File: config.mk
export PLATFORM = sky130hd
export DESIGN_NAME = fault_monitor
export DESIGN_NICKNAME = d
export VERILOG_FILES = /design/src/rtl/washer_pkg.sv /design/src/rtl/tach_edge_detect.sv /design/src/rtl/fault_monitor.sv
export SDC_FILE = /design/constraint.sdc
export NUM_CORES = 1
export LEC_CHECK = 0
export ABC_CLOCK_PERIOD_IN_PS = 7100
export CAP_MARGIN = 20
export CORE_UTILIZATION = 35
export CTS_BUF_LIST = sky130_fd_sc_hd__clkbuf_16
export CTS_CLUSTER_SIZE = 25
export DETAILED_ROUTE_END_ITERATION = 8
export HOLD_SLACK_MARGIN = 0.06
export PLACE_DENSITY = 0.57
export SLEW_MARGIN = 20
export SYNTH_ARGS = -nofsm -noshare
export SYNTH_HDL_FRONTEND = slang
export SYNTH_SLANG_ARGS = --single-unit
File: constraint.sdc
create_clock -name clock -period 7.1 [get_ports clock]
set_clock_uncertainty 0.1 [all_clocks]
set_input_delay 0.71 -clock clock [delete_from_list [all_inputs] [get_ports clock]]
set_output_delay 0.71 -clock clock [all_outputs]
set_load 0.02 [all_outputs]
File: src/rtl/washer_pkg.sv
// Shared washer definitions: controller state encodings,
// fault codes and monitor FSM states.
package washer_pkg;

    localparam logic [8:0] ST_IDLE  = 9'b0_0000_0001;
    localparam logic [8:0] ST_FILL  = 9'b0_0000_0010;
    localparam logic [8:0] ST_WASH  = 9'b0_0000_0100;
    localparam logic [8:0] ST_DRAIN = 9'b0_0000_1000;
    localparam logic [8:0] ST_RINSE = 9'b0_0001_0000;
    localparam logic [8:0] ST_SPIN  = 9'b0_0010_0000;
    localparam logic [8:0] ST_DONE  = 9'b0_0100_0000;
    localparam logic [8:0] ST_PAUSE = 9'b0_1000_0000;
    localparam logic [8:0] ST_ERROR = 9'b1_0000_0000;

    localparam logic [1:0] FC_NONE     = 2'd0;
    localparam logic [1:0] FC_SENSOR   = 2'd1;
    localparam logic [1:0] FC_PRESSURE = 2'd2;
    localparam logic [1:0] FC_MOTOR    = 2'd3;

    typedef enum logic [1:0] {
        M_OFF,
        M_FILL,
        M_MOTOR
    } mon_state_t;

    function automatic logic [7:0] abs_diff(
        input logic [7:0] a,
        input logic [7:0] b
    );
        return (a > b) ? a - b : b - a;
    endfunction

endpackage

File: src/rtl/tach_edge_detect.sv
// Two-flop synchronizer for the asynchronous tach input
// followed by a single-cycle rising-edge pulse.
module tach_edge_detect (
    input  logic clock,
    input  logic reset,
    input  logic async_in,
    output logic rise_pulse
);

    logic [1:0] sync_q;
    logic       prev_q;

    always_ff @(posedge clock) begin
        if (reset) begin
            sync_q <= '0;
            prev_q <= 1'b0;
        end else begin
            sync_q <= {sync_q[0], async_in};
            prev_q <= sync_q[1];
        end
    end

    assign rise_pulse = sync_q[1] & ~prev_q;

endmodule

File: src/rtl/fault_monitor.sv
// Washer fault monitor: fill-rate, motor-tach and level-sensor
// plausibility checks with sticky flags and first-fault code.
module fault_monitor
    import washer_pkg::*;
#(
    parameter int unsigned FILL_WINDOW   = 64,
    parameter logic [7:0]  FILL_MIN_RISE = 8'd4,
    parameter int unsigned TACH_WINDOW   = 100,
    parameter logic [7:0]  TACH_MIN      = 8'd3,
    parameter logic [7:0]  TACH_MIN_SPIN = 8'd6,
    parameter logic [7:0]  SENSOR_DELTA  = 8'd16,
    parameter int unsigned PERSIST       = 8
) (
    input  logic       clock,
    input  logic       reset,
    input  logic [8:0] state,
    input  logic       water_filling,
    input  logic [7:0] level_a,
    input  logic [7:0] level_b,
    input  logic       motor_tach,
    input  logic       clear_faults,
    output logic       sig_Motor_Failure,
    output logic       sig_Low_Water_Pressure,
    output logic       sig_Sensor_Malfunction,
    output logic [1:0] fault_code,
    output logic       fault_active
);

    localparam int FW = (FILL_WINDOW > 1) ? $clog2(FILL_WINDOW) : 1;
    localparam int TW = (TACH_WINDOW > 1) ? $clog2(TACH_WINDOW) : 1;
    localparam int PW = $clog2(PERSIST + 1);

    localparam logic [FW-1:0] FILL_LAST = FW'(FILL_WINDOW - 1);
    localparam logic [TW-1:0] TACH_LAST = TW'(TACH_WINDOW - 1);
    localparam logic [PW-1:0] PERS_LAST = PW'(PERSIST - 1);
    localparam logic [PW-1:0] PERS_MAX  = PW'(PERSIST);

    mon_state_t    mon_q;
    mon_state_t    mon_d;
    logic [8:0]    state_q;
    logic [FW-1:0] fill_cnt_q;
    logic [TW-1:0] tach_cnt_q;
    logic [7:0]    baseline_q;
    logic [7:0]    edges_q;
    logic [PW-1:0] pers_q;
    logic          motor_q;
    logic          press_q;
    logic          sensor_q;
    logic [1:0]    code_q;

    logic       rise;
    logic       motor_st;
    logic       restart;
    logic       fill_end;
    logic       tach_end;
    logic       mismatch;
    logic [7:0] fill_rise;
    logic [7:0] edges_sum;
    logic [7:0] tach_thr;
    logic       set_press;
    logic       set_motor;
    logic       set_sensor;

    tach_edge_detect u_tach (
        .clock      (clock),
        .reset      (reset),
        .async_in   (motor_tach),
        .rise_pulse (rise)
    );

    assign motor_st = (state == ST_WASH)
                   || (state == ST_RINSE)
                   || (state == ST_SPIN);

    // IDLE overrides the valve command so nothing but the
    // sensor check can raise a flag while the washer is idle.
    always_comb begin
        mon_d = M_OFF;
        if (state == ST_IDLE) begin
            mon_d = M_OFF;
        end else if (water_filling) begin
            mon_d = M_FILL;
        end else if (motor_st) begin
            mon_d = M_MOTOR;
        end
    end

    always_ff @(posedge clock) begin
        if (reset) begin
            mon_q   <= M_OFF;
            state_q <= '0;
        end else begin
            mon_q   <= mon_d;
            state_q <= state;
        end
    end

    assign restart = (mon_d != mon_q) || (state != state_q);

    assign fill_rise = (level_a >= baseline_q)
                     ? level_a - baseline_q : 8'd0;
    assign fill_end  = (fill_cnt_q == FILL_LAST);
    assign tach_end  = (tach_cnt_q == TACH_LAST);
    assign edges_sum = (edges_q == 8'hFF)
                     ? 8'hFF : edges_q + {7'd0, rise};
    assign tach_thr  = (state == ST_SPIN) ? TACH_MIN_SPIN : TACH_MIN;
    assign mismatch  = abs_diff(level_a, level_b) > SENSOR_DELTA;

    assign set_press = !restart && (mon_d == M_FILL) && fill_end
                    && (fill_rise < FILL_MIN_RISE) && !press_q;
    assign set_motor = !restart && (mon_d == M_MOTOR) && tach_end
                    && (edges_sum < tach_thr) && !motor_q;
    assign set_sensor = mismatch && (pers_q == PERS_LAST) && !sensor_q;

    always_ff @(posedge clock) begin
        if (reset) begin
            fill_cnt_q <= '0;
            tach_cnt_q <= '0;
            edges_q    <= '0;
            baseline_q <= '0;
        end else if (clear_faults || restart || mon_d == M_OFF) begin
            fill_cnt_q <= '0;
            tach_cnt_q <= '0;
            edges_q    <= '0;
            baseline_q <= level_a;
        end else if (mon_d == M_FILL) begin
            if (fill_end) begin
                fill_cnt_q <= '0;
                if (fill_rise >= FILL_MIN_RISE) begin
                    baseline_q <= level_a;
                end
            end else begin
                fill_cnt_q <= fill_cnt_q + FW'(1);
            end
        end else begin
            if (tach_end) begin
                tach_cnt_q <= '0;
                edges_q    <= '0;
            end else begin
                tach_cnt_q <= tach_cnt_q + TW'(1);
                edges_q    <= edges_sum;
            end
        end
    end

    always_ff @(posedge clock) begin
        if (reset) begin
            pers_q <= '0;
        end else if (clear_faults || !mismatch) begin
            pers_q <= '0;
        end else if (pers_q != PERS_MAX) begin
            pers_q <= pers_q + PW'(1);
        end
    end

    always_ff @(posedge clock) begin
        if (reset || clear_faults) begin
            motor_q  <= 1'b0;
            press_q  <= 1'b0;
            sensor_q <= 1'b0;
            code_q   <= FC_NONE;
        end else begin
            if (set_sensor) sensor_q <= 1'b1;
            if (set_press)  press_q  <= 1'b1;
            if (set_motor)  motor_q  <= 1'b1;
            if (code_q == FC_NONE) begin
                if (set_sensor) begin
                    code_q <= FC_SENSOR;
                end else if (set_press) begin
                    code_q <= FC_PRESSURE;
                end else if (set_motor) begin
                    code_q <= FC_MOTOR;
                end
            end
        end
    end

    assign sig_Motor_Failure      = motor_q;
    assign sig_Low_Water_Pressure = press_q;
    assign sig_Sensor_Malfunction = sensor_q;
    assign fault_code             = code_q;
    assign fault_active           = motor_q | press_q | sensor_q;

endmodule

==> results of run 1 <==
[worst max-delay path: cells and delay by family]
family / cells / cell delay, ps
compound gates: 5 / 1370
simple gates: 2 / 240
mux: 1 / 250
fa+ha+maj: 1 / 490
buf+inv: 3 / 850
[stage by stage]
step | util | power [mW] | worst slack [ps] | area (um2) | hold WS, ps
global placement | 0.408 | 0.448 | 3020 | 3970 | 322
finish | 0.423 | 0.688 | 3230 | 4120 | 348
floorplan | - | 0.405 | 4020 | 3510 | 314
detailed placement | 0.408 | 0.449 | 2960 | 3970 | 342
CTS | 0.423 | 0.697 | 3230 | 4120 | 353
global route | 0.423 | 0.723 | 2910 | 4120 | 370
[where the power goes]
group / internal, mW / total (mW) / switching [mW]
sequential: 0.299 / 0.302 / 0.00398
combinational: 0.0652 / 0.141 / 0.0760
clock: 0.132 / 0.244 / 0.113
[cell type report]
class / instances / area [um2]
flip-flops and latches: 52 / 1040
fillers: 1012 / 5610
multi-input cells: 325 / 2280
inverters: 34 / 128
clock buffers: 5 / 125
repair buffers: 36 / 358
clock inverters: 3 / 21.3
well taps: 133 / 166
[flip-flops by register name (all words and copies together), names as in the netlist]
name / cells
sig_Motor_Failure: 1
mon_q: 2
tach_cnt_q: 7
edges_q: 8
fill_cnt_q: 6
sig_Low_Water_Pressure: 1
u_tach.prev_q: 1
sig_Sensor_Malfunction: 1
baseline_q: 8
pers_q: 4
u_tach.sync_q: 2
state_q: 9
fault_code: 2
[final timing paths]
check | slack, ps | end | start | cells past startpoint
worst max-delay path | 3230 | baseline_q[2] | level_a[1] | 12
worst min-delay path | 350 | u_tach.sync_q[1] | u_tach.sync_q[0] | 1
worst max register to register | 3970 | baseline_q[2] | baseline_q[0] | 11
worst min register to register | 350 | u_tach.sync_q[1] | u_tach.sync_q[0] | 1
[cell usage after synthesis (2+ instances only)]
cell,count
nand3_1,13
xnor2_1,13
a221oi_1,3
nand2b_1,6
o31a_1,2
o31ai_1,3
or3_1,3
nor4_1,5
and3_1,8
a211oi_1,4
buf_2,4
a311oi_1,2
a31oi_1,6
a41o_1,2
nand4b_1,2
xor2_1,18
nor2_1,49
inv_1,34
a22oi_1,2
nor2b_1,18
clkbuf_1,7
o21ai_0,11
ha_1,30
nand3b_1,5
nand2_1,21
o21a_1,3
nor3b_1,2
nor3_1,6
o211ai_1,3
fa_1,3
nand4_1,12
a21oi_1,31
dfxtp_1,52
or2_2,3
mux2i_1,15
mux2_2,2
[cells in the final DEF (no fill, tap or decap), types with 15 or more instances in the layout]
cell type,instances
nor2b_1,18
inv_1,34
mux2i_1,15
nor2_1,49
a21oi_1,31
xor2_1,18
ha_1,30
dfxtp_1,52
nand2_1,21
clkdlybuf4s50_1,35
[cells by family after synthesis]
group | count (synthesis)
adder cells (fa/ha/maj) | 33
XOR/XNOR | 31
AND/OR/NAND/NOR | 162
flip-flops | 52
AO/OA/AOI/OAI | 82
buffers and inverters | 47
multiplexers | 17
[routing by layer]
layer | vias up | GRT usage | wire length [um]
li1 | 1557 | - | -
met3 | 10 | 0.0301 | 314
met4 | 0 | 0.0440 | 113
met1 | 1402 | 0.208 | 3730
met5 | - | 0 | 0
met2 | 54 | 0.251 | 3480
==> qor.log, run 1 <==
[critical_path] data required time of the critical path 7150 ps
[cts] TritonCTS clock tree yes
[logic_synthesis] combinational family with the most area after synthesis simple AND/OR/NAND/NOR gates
[logic_synthesis] total number of yosys warnings 0
[cts] cell chosen for the clock root clkbuf_16
[logic_synthesis] number of nets in the synthesized netlist 487
[logic_synthesis] synthesized-area fraction occupied by adder cells 0.124
[critical_path] most used cell, CP inv_1
[cts] clock sink count 52
[logic_synthesis] distinct cell type count of the synthesized netlist 57
[timing] highest achievable clock rate 258 MHz
[detailed_routing] wire length after detailed routing 7640 um
[critical_path] critical path capture point type flip-flop
[floorplan] full die area 0.0104 mm2
[critical_path] Setup crit start kind primary input
[logic_synthesis] Synth Area per Inst 8.29 um2
[logic_synthesis] Seq/Total Area, Yosys 0.296
[floorplan] vertical die dimension 102 um
[critical_path] delay of the slowest cell on the worst path 600 ps
[power_and_ir_drop] power density of the placed cells 167 mW/mm2
[logic_synthesis] leading post-synthesis cells by cell area dfxtp_1, ha_1, nor2_1
[logic_synthesis] synthesized-area fraction occupied by ao, oa, aoi and oai cells 0.153
[cts] depth of the CTS H-tree 2
[timing] final cycle utilization of the critical path 0.545
[logic_synthesis] post-synthesis cell count 424
[logic_synthesis] post-synth top area cell dfxtp_1
[placed_design] number of placed cells counting well taps 580
[layout] Ant. Diodes 0
[layout] number of nets in the layout 517
[placed_design] # port buffers 35
[logic_synthesis] number of enable flip-flop cells after synthesis 0
[floorplan] overall die width 102 um
[hold_path] Hold/Removal Path Class flip-flop to flip-flop
[layout] Area growth syn-to-layout 17.2%
[detailed_routing] number of iterations in the first detailed-routing pass 4
[global_route] GRT Total Usage 0.154
[critical_path] Worst path slowest cell clkdlybuf4s50_1
[floorplan] core area 0.00973 mm2
[global_route] largest net degree at the start of global routing 25
[cts] insertion delay to the later sink of the worst-skew pair 290 ps
[layout] Non-Filler Instances 588
[status] status finished clean
[placed_design] gpl congestion 0.875
[floorplan] top-level I/O count 36
[logic_synthesis] share of Yosys cell area claimed by the top area cell type 0.296
[floorplan] effective utilization at floorplan 0.361
[timing] sum of negative setup slack 0 ps
[global_route] first-pass GRT wire length 12900 um
[layout] fraction of layout instances using a drive strength above 1 0.0440
[cts] post-CTS clock slew at the launch and capture registers of the worst setup and hold paths 70 ps
[logic_synthesis] Cell Area, Synth 0.00351 mm2
[detailed_routing] detailed-route wire length per cell 13.0 um
[timing] Hold Fails Final Rpt 0
[logic_synthesis] flip-flop cell with the highest count after synthesis dfxtp_1
[detailed_routing] via count 3023
[timing] worst-margin pin slew 848 ps
[global_route] remaining global-route overflow 0
[run] Max Cap Violations 0
[timing] setup repair after global routing missed its margin false
[power_and_ir_drop] IR Drop Worst-Case VDD 0.119 mV
[logic_synthesis] synthesized-area fraction occupied by and/or/nand/nor cells 0.245
[logic_synthesis] share of the synthesized netlist area taken by xor and xnor gates 0.0773
[critical_path] data arrival time of the worst path 3920 ps
[cts] post-CTS setup buffers 0
[timing] relative slew slack 0.433
[placed_design] Final HPWL DP 5820 um
[logic_synthesis] count of state elements after synthesis 52
[cts] CTS resizes 0
[timing] minimum clock period after layout 3870 ps
[logic_synthesis] share of synthesized area spent on multiplexers 0.0491
[cts] Post-CTS Hold Buffers 0
[global_route] antenna violations before repair 0
[critical_path] cell-by-cell listing of the critical path clkdlybuf4s50_1 > inv_1 > fa_1 > inv_1 > o21ai_0 > a221oi_1 > nand4_1 > o31ai_1 > a22o_1 > o21a_1 > mux2i_1 > nor2_1
[detailed_routing] antenna-violating nets left 0
[critical_path] largest fanout on the critical path 8
[detailed_routing] drt initial violations 118
[cts] CTS Buf Count 5
[timing] final slew viol count 0
[global_route] via count of the first global-routing pass 2817
[critical_path] Critical Setup Path Class primary input to flip-flop
[power_and_ir_drop] static leakage 1.59 nW
[detailed_routing] per-cell via count in the routed design 5.14
[timing] total of endpoints with negative setup slack in the final report 0
[logic_synthesis] fraction of registers with async set/reset 0
[cts] Bufs on Longest Clock Path 2
[detailed_routing] DR DRC count 0
[floorplan] row count 36
(Power assumes the default switching activity.)
==> inputs of run 2 (changes only) <==
Settings changed: ABC_CLOCK_PERIOD_IN_PS 7100 to 3600.
Clock period 7.1 ns to 3.6 ns, I/O delays scaled along.
==> qor.log, run 2 (synthesis gave the netlist of run 1 again) <==
[floorplan] full die area 0.0104 mm2
[critical_path] Worst path slowest cell clkdlybuf4s50_1
[detailed_routing] antenna-violating nets left 0
[cts] insertion delay to the later sink of the worst-skew pair 290 ps
[critical_path] Setup crit start kind primary input
[layout] number of nets in the layout 525
[layout] Area growth syn-to-layout 19.4%
[critical_path] R2R cell count 11
[placed_design] Final HPWL DP 5990 um
[power_and_ir_drop] portion of total power attributed to combinational logic 0.205
[power_and_ir_drop] switching share of power 0.283
[run] Max Cap Violations 0
[timing] minimum clock period after layout 3220 ps
[layout] fraction of layout instances using a drive strength above 1 0.0605
[cts] Post-CTS Hold Buffers 0
[cts] clock sink count 52
[critical_path] data required time of the critical path 3670 ps
[timing] final cycle utilization of the critical path 0.895
[cts] Bufs on Longest Clock Path 2
[layout] Non-Filler Instances 596
[floorplan] overall die width 102 um
[detailed_routing] per-cell via count in the routed design 5.07
[layout] final std cell area, no fill 0.00420 mm2
[cts] cell chosen for the clock root clkbuf_16
[timing] highest achievable clock rate 310 MHz
[hold_path] Hold Crit Depth 1
[critical_path] data arrival time of the worst path 3290 ps
[critical_path] critical path capture point type flip-flop
[critical_path] largest fanout on the critical path 8
[floorplan] effective utilization at floorplan 0.361
[global_route] via count of the first global-routing pass 2853
[timing] setup repair after global routing missed its margin false
[cts] post-CTS clock slew at the launch and capture registers of the worst setup and hold paths 70 ps
[placed_design] gpl congestion 0.837
[timing] final slew viol count 0
[detailed_routing] via count 3024
[critical_path] cell-by-cell listing of the critical path clkdlybuf4s50_1 > inv_1 > ha_1 > fa_1 > a221oi_1 > o311a_1 > nand4_1 > o31ai_1 > a22o_1 > o21a_1 > buf_12 > mux2i_1 > nor2_1
[detailed_routing] drt initial violations 106
[layout] flip-flop count of the largest register after layout 9
[detailed_routing] wire length after detailed routing 7720 um
[timing] worst hold slack across all endpoints 342 ps
[critical_path] Critical Setup Path Class primary input to flip-flop
[critical_path] Critical R2R Capture baseline_q[0]
[power_and_ir_drop] internal power 985 uW
[global_route] antenna violations before repair 0
[cts] depth of the CTS H-tree 2
[global_route] largest net degree at the start of global routing 25
[layout] top register by number of flip-flops state_q
[floorplan] top-level I/O count 36
[power_and_ir_drop] switching component of the power 389 uW
[detailed_routing] DR DRC count 0
[timing] Hold Fails Final Rpt 0
[timing] worst-margin pin slew 612 ps
[layout] most common cell after layout, fill and taps aside dfxtp_1
[placed_design] number of placed cells counting well taps 588
[power_and_ir_drop] sequential share of power 0.434
[cts] CTS Buf Count 5
[global_route] remaining global-route overflow 0
[critical_path] delay of the slowest cell on the worst path 510 ps
[detailed_routing] number of iterations in the first detailed-routing pass 5
[detailed_routing] detailed-route wire length per cell 12.9 um
[power_and_ir_drop] IR Drop Worst-Case VDD 0.177 mV
[power_and_ir_drop] clock share of power 0.361
[hold_path] Hold/Removal Path Class flip-flop to flip-flop
[layout] most frequent cells in the layout dfxtp_1, nor2_1, clkdlybuf4s50_1, inv_1, a21oi_1
[layout] leading registers by flop count state_q (9), baseline_q (8), edges_q (8)
[cts] TritonCTS clock tree yes
[critical_path] FF-to-FF Start baseline_q[0]
[critical_path] reg-to-reg slack, setup 740 ps
[placed_design] # port buffers 35
[global_route] first-pass GRT wire length 13300 um
[cts] post-CTS setup buffers 0
[global_route] GRT Total Usage 0.158
[floorplan] core area 0.00973 mm2
[hold_path] capture endpoint of the worst hold path u_tach.sync_q[1]
[status] status finished clean
[cts] CTS resizes 0
[power_and_ir_drop] power density of the placed cells 328 mW/mm2
[placed_design] placed standard-cell area 0.00405 mm2
[floorplan] vertical die dimension 102 um
[floorplan] row count 36
[layout] Ant. Diodes 0
[timing] sum of negative setup slack 0 ps
[timing] relative slew slack 0.591
[hold_path] Min-Delay Startpoint u_tach.sync_q[0]
[timing] total of endpoints with negative setup slack in the final report 0
[power_and_ir_drop] static leakage 1.63 nW
-- run 2: how the worst max path moves through the flow --
stage,startpoint,end,slack (ps),depth (start not counted)
after global placement,level_a[5],fault_code[0],120,12
after global routing,level_a[0],baseline_q[4],80,14
after floorplan,level_a[2],fault_code[0],870,12
after CTS,level_a[0],baseline_q[0],370,13
final,level_a[0],baseline_q[0],380,13
after detailed placement,level_a[0],baseline_q[0],70,13
-- run 2: metal layers --
metal	track usage	routed length, um
met5	0	0
met4	0.0330	63
met3	0.0274	224
met2	0.256	3470
met1	0.219	3950
-- run 2: area by class of cell --
cell class	instances	area, um2
Tap cell	133	166
Timing Repair Buffer	44	430
Clock buffer	5	125
Inverter	34	128
Multi-Input combinational cell	325	2280
Clock inverter	3	25.0
Sequential cell	52	1040
Fill cell	1004	5530
-- run 2: power groups by stage --
stage                     clock network (mW)  registers [mW]  logic (mW)
final                                  0.496           0.597       0.281
after floorplan                            0           0.609       0.190
after global placement                     0           0.610       0.277
after global routing                   0.540           0.598       0.316
after detailed placement                   0           0.610       0.281
after CTS                              0.515           0.597       0.283
-- run 2: metrics by stage --
| step | setup slack (ps) | util | power (mW) |
|---|---|---|---|
| after floorplan | 867 | - | 0.799 |
| after detailed placement | 66.3 | 0.416 | 0.891 |
| after CTS | 368 | 0.431 | 1.39 |
| after global routing | 82.9 | 0.431 | 1.45 |
| final | 379 | 0.431 | 1.37 |
| after global placement | 125 | 0.416 | 0.887 |
-- run 2: worst max-delay path, delay by kind of cell --
family | cells | cell delay (ps)
AOI/OAI and AO/OA | 5 | 1180
buffers and inverters | 3 | 730
adders and majority gates | 2 | 640
muxes | 1 | 200
and+or+nand+nor | 2 | 180
==> inputs of run 3 (changes only) <==
Settings changed: ABC_CLOCK_PERIOD_IN_PS 3600 to unset.
Clock period 3.6 ns to 3.4 ns, I/O delays scaled along.
==> qor.log, run 3 (synthesis gave the netlist of run 1 again) <==
[critical_path] Critical R2R Capture baseline_q[0]
[critical_path] largest fanout on the critical path 8
[cts] post-CTS clock slew at the launch and capture registers of the worst setup and hold paths 70 ps
[placed_design] Final HPWL DP 6020 um
[detailed_routing] detailed-route wire length per cell 12.6 um
[status] status finished clean
[power_and_ir_drop] static leakage 1.68 nW
[critical_path] reg-to-reg slack, setup 560 ps
[hold_path] capture endpoint of the worst hold path u_tach.sync_q[1]
[layout] Area growth syn-to-layout 21.7%
[placed_design] # port buffers 35
[placed_design] gpl congestion 0.837
[global_route] first-pass GRT wire length 12800 um
[layout] fraction of layout instances using a drive strength above 1 0.0826
[cts] Post-CTS Hold Buffers 0
[cts] depth of the CTS H-tree 2
[layout] most common cell after layout, fill and taps aside dfxtp_1
[power_and_ir_drop] clock share of power 0.357
[power_and_ir_drop] IR Drop Worst-Case VDD 0.232 mV
[power_and_ir_drop] overall power consumption 1.47 mW
[timing] setup repair after global routing missed its margin false
[detailed_routing] number of iterations in the first detailed-routing pass 4
[global_route] GRT Total Usage 0.154
[timing] final slew viol count 0
[cts] insertion delay to the later sink of the worst-skew pair 290 ps
[timing] final setup margin 261 ps
[layout] Non-Filler Instances 605
[detailed_routing] DR DRC count 0
[floorplan] overall die width 102 um
[floorplan] top-level I/O count 36
[layout] Ant. Diodes 0
[power_and_ir_drop] sequential share of power 0.429
[detailed_routing] via count 3019
[hold_path] Hold/Removal Path Class flip-flop to flip-flop
[critical_path] FF-to-FF Start baseline_q[0]
[floorplan] vertical die dimension 102 um
[power_and_ir_drop] power density of the placed cells 344 mW/mm2
[global_route] largest net degree at the start of global routing 25
[timing] total of endpoints with negative setup slack in the final report 0
[critical_path] data required time of the critical path 3480 ps
[cts] TritonCTS clock tree yes
[critical_path] critical path capture point type flip-flop
[floorplan] row count 36
[hold_path] Min-Delay Startpoint u_tach.sync_q[0]
[cts] clock sink count 52
[layout] fraction of the core area covered by cells at the end of the flow 0.439
[hold_path] Hold Crit Depth 1
[floorplan] effective utilization at floorplan 0.361
[power_and_ir_drop] portion of total power attributed to combinational logic 0.213
[timing] worst-margin pin slew 561 ps
[global_route] antenna violations before repair 0
[timing] relative slew slack 0.625
[timing] worst hold slack across all endpoints 341 ps
[timing] minimum clock period after layout 3140 ps
[cts] cell chosen for the clock root clkbuf_16
[layout] flip-flop count of the largest register after layout 9
[timing] highest achievable clock rate 319 MHz
[global_route] remaining global-route overflow 0
[power_and_ir_drop] switching component of the power 415 uW
[layout] number of nets in the layout 534
[detailed_routing] antenna-violating nets left 0
[power_and_ir_drop] switching share of power 0.282
[detailed_routing] per-cell via count in the routed design 4.99
[critical_path] data arrival time of the worst path 3220 ps
[placed_design] worst slack, placed -42.4 ps
[global_route] via count of the first global-routing pass 2759
[timing] final cycle utilization of the critical path 0.923
[cts] Bufs on Longest Clock Path 2
[cts] CTS Buf Count 5
[critical_path] R2R cell count 11
[power_and_ir_drop] internal power 1.06 mW
[timing] Hold Fails Final Rpt 0
[critical_path] Critical Setup Path Class primary input to flip-flop
[run] Max Cap Violations 0
[detailed_routing] drt initial violations 86
[critical_path] Setup crit start kind primary input
[detailed_routing] wire length after detailed routing 7610 um
[placed_design] number of placed cells counting well taps 597
[layout] leading registers by flop count state_q (9), baseline_q (8), edges_q (8)
[floorplan] core area 0.00973 mm2
[layout] most frequent cells in the layout dfxtp_1, nor2_1, clkdlybuf4s50_1, inv_1, a21oi_1
[floorplan] full die area 0.0104 mm2
[layout] top register by number of flip-flops state_q
[run 3: power groups by stage]
stage	Combinational (mW)	Sequential, mW	Clock, mW
5_1_grt	0.352	0.634	0.571
3_5_place_dp	0.312	0.646	0
3_3_place_gp	0.308	0.646	0
6_report	0.314	0.632	0.526
2_1_floorplan	0.201	0.644	0
4_1_cts	0.313	0.632	0.542
[run 3: per-stage QoR]
step | cell area (um2) | setup TNS (ps)
global placement | 4110 | 0
CTS | 4270 | 0
detailed placement | 4110 | -255
finish | 4280 | 0
global route | 4280 | 0
floorplan | 3510 | 0
[run 3: final cells by class]
type                    instances  area [um2]
inverters                      34         128
multi-input cells             325        2290
fillers                      1004        5450
clock inverters                 3        27.5
clock buffers                   5         125
flip-flops and latches         52        1040
repair buffers                 53         498
well taps                     133         166
[run 3: critical path, cell delays in order]
cell and delay (ps):
clkdlybuf4s50_1 470, inv_1 70, ha_1 220, fa_1 420, a221oi_1 290, o311a_1 210, nand4_1 160, o31ai_2 290
a22o_1 190, o21a_1 180, buf_12 140, mux2i_1 190, nor2_1 50
[run 3: what timing repair did]
action,CTS,global route
buffers inserted,0,0
endpoints found under the setup margin,0,5
resized for setup,0,2
[run 3: worst max-delay path by stage]
stage | startpoint | endpoint | slack (ps)
finish | level_a[0] | baseline_q[0] | 260
global route | level_a[0] | baseline_q[4] | 30
CTS | level_a[0] | baseline_q[0] | 260
detailed placement | level_a[0] | baseline_q[0] | -40
global placement | level_a[0] | baseline_q[6] | 50
floorplan | level_a[2] | fault_code[0] | 690
[run 3: layer usage]
layer  part of all wire  global-route usage
met4             0.0083              0.0396
met1               0.50               0.210
met5                  0                   0
met3              0.041              0.0287
met2               0.45               0.250
